[src/rtl/sha256_pkg.sv]
// sha256_pkg: shared types and constants for the SHA-256 job arbiter.
package sha256_pkg;
  localparam int SHA256_ADDR_W = 16;
  localparam int SHA256_N_REQ = 4;
  localparam int SHA256_ID_W = 3;
  typedef enum logic [1:0] {IDLE, START, BUSY, RELEASE} sha256_arb_state_e;
endpackage

[src/rtl/sha256_rr_pick.sv]
// sha256_rr_pick: round-robin find-first, searching upward from ptr+1 modulo N_REQ.
module sha256_rr_pick import sha256_pkg::*; #(
  parameter int N_REQ = SHA256_N_REQ
) (
  input  logic [N_REQ-1:0]       eligible,
  input  logic [SHA256_ID_W-1:0] ptr,
  output logic [SHA256_ID_W-1:0] winner,
  output logic                   valid
);
  logic [SHA256_ID_W-1:0] j;
  // Walk offsets from farthest to nearest so the nearest eligible index wins.
  always_comb begin
    winner = '0;
    j = '0;
    for (int k = N_REQ; k >= 1; k--) begin
      j = SHA256_ID_W'((int'(ptr) + k) % N_REQ);
      winner = |(eligible & (N_REQ'(1) << j)) ? j : winner;
    end
  end
  assign valid = |eligible;
endmodule

[src/rtl/sha256_job_arbiter.sv]
// sha256_job_arbiter: round-robin sharing of one simplified_sha256 core among N_REQ requesters.
// Define SHA256_ARB_TIMEOUT_EN to abort jobs whose core stays busy for TIMEOUT_CYCLES.
module sha256_job_arbiter import sha256_pkg::*; #(
  parameter int N_REQ = SHA256_N_REQ,
  parameter int TIMEOUT_CYCLES = 4096
) (
  input  logic                            clk,
  input  logic                            reset_n,
  input  logic [N_REQ-1:0]                req,
  input  logic [N_REQ*SHA256_ADDR_W-1:0]  req_msg_addr,
  input  logic [N_REQ*SHA256_ADDR_W-1:0]  req_out_addr,
  output logic [N_REQ-1:0]                ack,
  output logic [N_REQ-1:0]                err,
  output logic                            busy,
  output logic [SHA256_ID_W-1:0]          grant_id,
  output logic                            core_start,
  output logic [SHA256_ADDR_W-1:0]        core_message_addr,
  output logic [SHA256_ADDR_W-1:0]        core_output_addr,
  input  logic                            core_done,
  output logic                            core_reset_n
);
  if (N_REQ < 2 || N_REQ > 8 || TIMEOUT_CYCLES < 1 || TIMEOUT_CYCLES > 65535) begin : g_bad_param
    $error("sha256_job_arbiter: parameter out of range");
  end
  sha256_arb_state_e state, state_d;
  logic [N_REQ-1:0] ignore, ignore_d, ack_d, err_d, set, onehot;
  logic [SHA256_ID_W-1:0] ptr, ptr_d, gid_d, pick;
  logic [SHA256_ADDR_W-1:0] maddr_d, oaddr_d;
  logic busy_d, start_d, crn_d, pick_valid, finish;
`ifdef SHA256_ARB_TIMEOUT_EN
  logic [15:0] cnt, cnt_d;
  assign finish = core_done | (cnt + 16'd1 == 16'(TIMEOUT_CYCLES));
`else
  assign finish = core_done;
`endif
  assign onehot = N_REQ'(1) << grant_id;
  sha256_rr_pick #(.N_REQ(N_REQ)) u_pick (
    .eligible(req & ~ignore),
    .ptr(ptr),
    .winner(pick),
    .valid(pick_valid)
  );
  always_comb begin
    state_d = state;
    ack_d = '0;
    err_d = '0;
    busy_d = busy;
    gid_d = grant_id;
    start_d = 1'b0;
    maddr_d = core_message_addr;
    oaddr_d = core_output_addr;
    crn_d = 1'b1;
    ptr_d = ptr;
    set = '0;
`ifdef SHA256_ARB_TIMEOUT_EN
    cnt_d = cnt + 16'd1;
`endif
    case (state)
      IDLE: if (pick_valid) begin
        state_d = START;
        gid_d = pick;
        maddr_d = SHA256_ADDR_W'(req_msg_addr >> (SHA256_ADDR_W * int'(pick)));
        oaddr_d = SHA256_ADDR_W'(req_out_addr >> (SHA256_ADDR_W * int'(pick)));
        start_d = 1'b1;
        busy_d = 1'b1;
      end
      START: begin
        state_d = BUSY;
`ifdef SHA256_ARB_TIMEOUT_EN
        cnt_d = '0;
`endif
      end
      BUSY: if (finish) begin
        state_d = RELEASE;
        crn_d = 1'b0;
        ack_d = onehot;
        // A done arriving in the expiry cycle counts as a clean completion.
        err_d = core_done ? '0 : onehot;
      end
      RELEASE: begin
        state_d = IDLE;
        busy_d = 1'b0;
        ptr_d = grant_id;
        set = onehot;
      end
      default: state_d = IDLE;
    endcase
    ignore_d = (ignore | set) & req;
  end
  always_ff @(posedge clk)
    if (!reset_n) begin
      state <= IDLE;
      ack <= '0;
      err <= '0;
      busy <= 1'b0;
      grant_id <= '0;
      core_start <= 1'b0;
      core_message_addr <= '0;
      core_output_addr <= '0;
      core_reset_n <= 1'b0;
      ptr <= SHA256_ID_W'(N_REQ - 1);
      ignore <= '0;
`ifdef SHA256_ARB_TIMEOUT_EN
      cnt <= '0;
`endif
    end else begin
      state <= state_d;
      ack <= ack_d;
      err <= err_d;
      busy <= busy_d;
      grant_id <= gid_d;
      core_start <= start_d;
      core_message_addr <= maddr_d;
      core_output_addr <= oaddr_d;
      core_reset_n <= crn_d;
      ptr <= ptr_d;
      ignore <= ignore_d;
`ifdef SHA256_ARB_TIMEOUT_EN
      cnt <= cnt_d;
`endif
    end
endmodule

[config.mk]
export PLATFORM = sky130hd
export DESIGN_NAME = sha256_job_arbiter
export DESIGN_NICKNAME = d
export VERILOG_FILES = /design/src/rtl/sha256_pkg.sv /design/src/rtl/sha256_rr_pick.sv /design/src/rtl/sha256_job_arbiter.sv
export SDC_FILE = /design/constraint.sdc
export NUM_CORES = 1
export LEC_CHECK = 0
export CORE_MARGIN = 1
export CORE_UTILIZATION = 35
export DETAILED_ROUTE_END_ITERATION = 8
export HOLD_SLACK_MARGIN = 0.02
export PLACE_DENSITY = 0.79
export SLEW_MARGIN = 10
export SYNTH_ARGS = -nofsm -noshare
export SYNTH_HDL_FRONTEND = slang
export SYNTH_SLANG_ARGS = --single-unit
[constraint.sdc]
create_clock -name clk -period 2.6 [get_ports clk]
set_input_delay 0.52 -clock clk [delete_from_list [all_inputs] [get_ports clk]]
set_output_delay 0.52 -clock clk [all_outputs]
set_load 0.01 [all_outputs]
==> metrics.txt <==
Antenna Violating Nets Remaining 0; clk sinks around 50; cells after synthesis 303; RSZ-0062 raised after global routing true; Root Buffer clkbuf_8; Detailed Route WL slightly below 10 mm; Synth top area share roughly a third; Nets between 600 and 700; max_cap viols 0; vias in the first global route 2996; drt drc 0; Crit Path Max Fanout 9; first drt pass iteration count 4; Final min period around 2500 ps; Worst path most repeated cell buf_4; Period Utilization, post-route a little over nine tenths; later-pin clock latency in the skew report about 310 ps; Syn Area/Cell slightly above 10 um^2; Setup Crit Path Kind input pin to flip-flop; CTS tree done; H-tree levels 2; Max Transition Viols Final 0; largest area contributor in the netlist dfxtp_1; Final Wtd Congestion between 0.8 and 0.9; Setup WS pre-CTS -230 ps; crit path DAT about 2700 ps; crit-path leading delay family buffers and inverters; maximum number of pins on one net before global-route repair 25; DR iter-0 viols 47; Final Hold Violating Endpoints 0; Placed Cells between 500 and 600; clock skew 12.2 ps; CTS buffer count 5; Post CTS Setup Buffer Count 0; Site Rows 33; Congestion Overflow GR 0; Non-Filler Instances between 500 and 600; Worst-path clk slew about 90 ps; FMAX just over 400 MHz; Die Wd between 90 and 100 um; WL per Instance 16.7 um; status complete, no violations; Fillers about 730; Critical Path Slowest Stage Cell clkdlybuf4s50_1; Port Buffer Count roughly 180; count of cell types in the netlist 46; dpl hpwl a little under 8 mm; Buf/Inv on CP 4; # IOs roughly 180; Synth Register Bits a little under 50; Critical Path Source Type input pin; Critical Path Sink Type flip-flop; initial antenna violation count 1; Area after DPL ~0.0049 mm^2; design area roughly 0.0051 mm^2; area grow syn2layout 65.9%; via count just over 3k; Yosys warning count 0; top cells by count, synth 67 x mux2i_1, 49 x dfxtp_1, 40 x nand2_1; number of synthesized flops with an enable pin 0; worst-path cell chain clkdlybuf4s50_1 > buf_4 > and3b_2 > a2111oi_4 > buf_4 > mux2i_1 > o31a_2 > nand2_1 > buf_4 > o221ai_1; Synth async-reset ratio 0%; fin worst setup slack 118 ps; CTS max path bufs 2; die area 0.00912 mm^2; count leader, synth mux2i_1; share of layout cells above drive strength 1 10.0%; mapped cell area a little over 0.003 mm^2; WHS around 470 ps; global-route wire length before repair 14.5 mm; synth top area cells dfxtp_1 32%, mux2i_1 22%, o221ai_1 8.9%; VDD IR-drop max between 400 and 500 uV; sequential area share after synthesis roughly a third; static leakage approximately 0.002 uW; Final Util approximately three fifths; total track usage 20.6%; PD cells 812 mW/mm^2; Initial Utilization 36.7%; final count of negative-setup-slack endpoints 0; critical path's largest stage delay 420 ps; predominant post-synthesis flop cell dfxtp_1; Core ar. ~0.0083 mm^2; Hold WC Path Type flip-flop to flip-flop; via-per-instance ratio around 5.1; Worst EP required roughly 2800 ps; Die Height 95.5 um
## layout make-up
type / instances / area [um^2] / share of cell area [%]
Clock buffer: 6 / 72.6 / 1.43
Inverter: 6 / 22.5 / 0.444
Antenna cell: 1 / 2.50 / 0.0493
Clock inverter: 2 / 38.8 / 0.764
Multi-Input combinational cell: 228 / 1830 / 36.0
Tap cell: 105 / 131 / 2.59
Timing Repair Buffer: 199 / 2000 / 39.3
Sequential cell: 49 / 983 / 19.4
## cell families (layout without fill, tap and decap cells)
family,count (synthesis),after routing,share of synthesized area [%]
compound gates,57,57,16.7
fa+ha+maj,10,10,4.09
buf+inv,30,213,9.24
flops,49,49,32.1
mux,68,68,22.3
other cells,1,6,0.123
simple gates,88,88,15.5
## tightest hold or removal path, cell delays in order (launching register included)
cell      delay, ps
dfxtp_1         330
nand2_1          50
o221ai_1         50
## layout by cell type (no fill, tap or decap), drive strengths merged, types with 3 or more instances in the layout
cell type	count
dfxtp	49
buf	24
o221ai	31
and2b	4
a31oi	3
nor2b	6
ha	10
nor2	10
nand3b	8
and3b	6
o211a	3
clkbuf	6
clkdlybuf4s50	174
conb	5
nand2	40
o21ai	5
inv	6
and2	3
mux2i	67
## routing by layer
metal / vias to the layer above / GRT usage (%) / wire, um
li1: 1501 / - / -
met3: 8 / 5.82 / 846
met2: 110 / 37.9 / 4950
met1: 1397 / 23.1 / 3990
met5: - / 0 / 0
met4: 0 / 5.47 / 142
## timing repair
item                                    4_1_cts  5_1_grt
endpoints found under the setup margin        1       32
pin swaps                                     0        1
resized for setup                             1        4
endpoints found under the hold margin         0        0
hold buffers                                  0        0
## state kept, by name (all words and copies together) (netlist names)
name               flops
core_message_addr     16
state                  2
ignore                 4
ack                    4
ptr                    2
core_output_addr      16
core_reset_n           1
busy                   1
core_start             1
grant_id               2
## where the power goes
group	internal, uW	total [uW]	switching [uW]
clock network	289	551	262
logic	1350	2470	1120
registers	963	1100	139
## path summary, 6_finish.rpt
| check | from | end | slack [ps] | cells past startpoint |
|---|---|---|---|---|
| setup / recovery | req[2] | core_message_addr[3]$_SDFFE_PN0P_ | 120 | 10 |
| hold / removal | core_output_addr[3]$_SDFFE_PN0P_ | core_output_addr[3]$_SDFFE_PN0P_ | 470 | 2 |
| setup reg to reg | ptr[0]$_SDFFE_PN1P_ | core_message_addr[3]$_SDFFE_PN0P_ | 150 | 10 |
| hold reg to reg | core_output_addr[3]$_SDFFE_PN0P_ | core_output_addr[3]$_SDFFE_PN0P_ | 470 | 2 |
## per-stage QoR
step / TNS, ps / total power [uW]
final: 0 / 4120
after global routing: -54.5 / 4400
after CTS: 0 / 4150
after detailed placement: -5790 / 3600
after global placement: -4440 / 3520
after floorplan: 0 / 2770
Note: power is estimated with default switching activity, not from simulation.
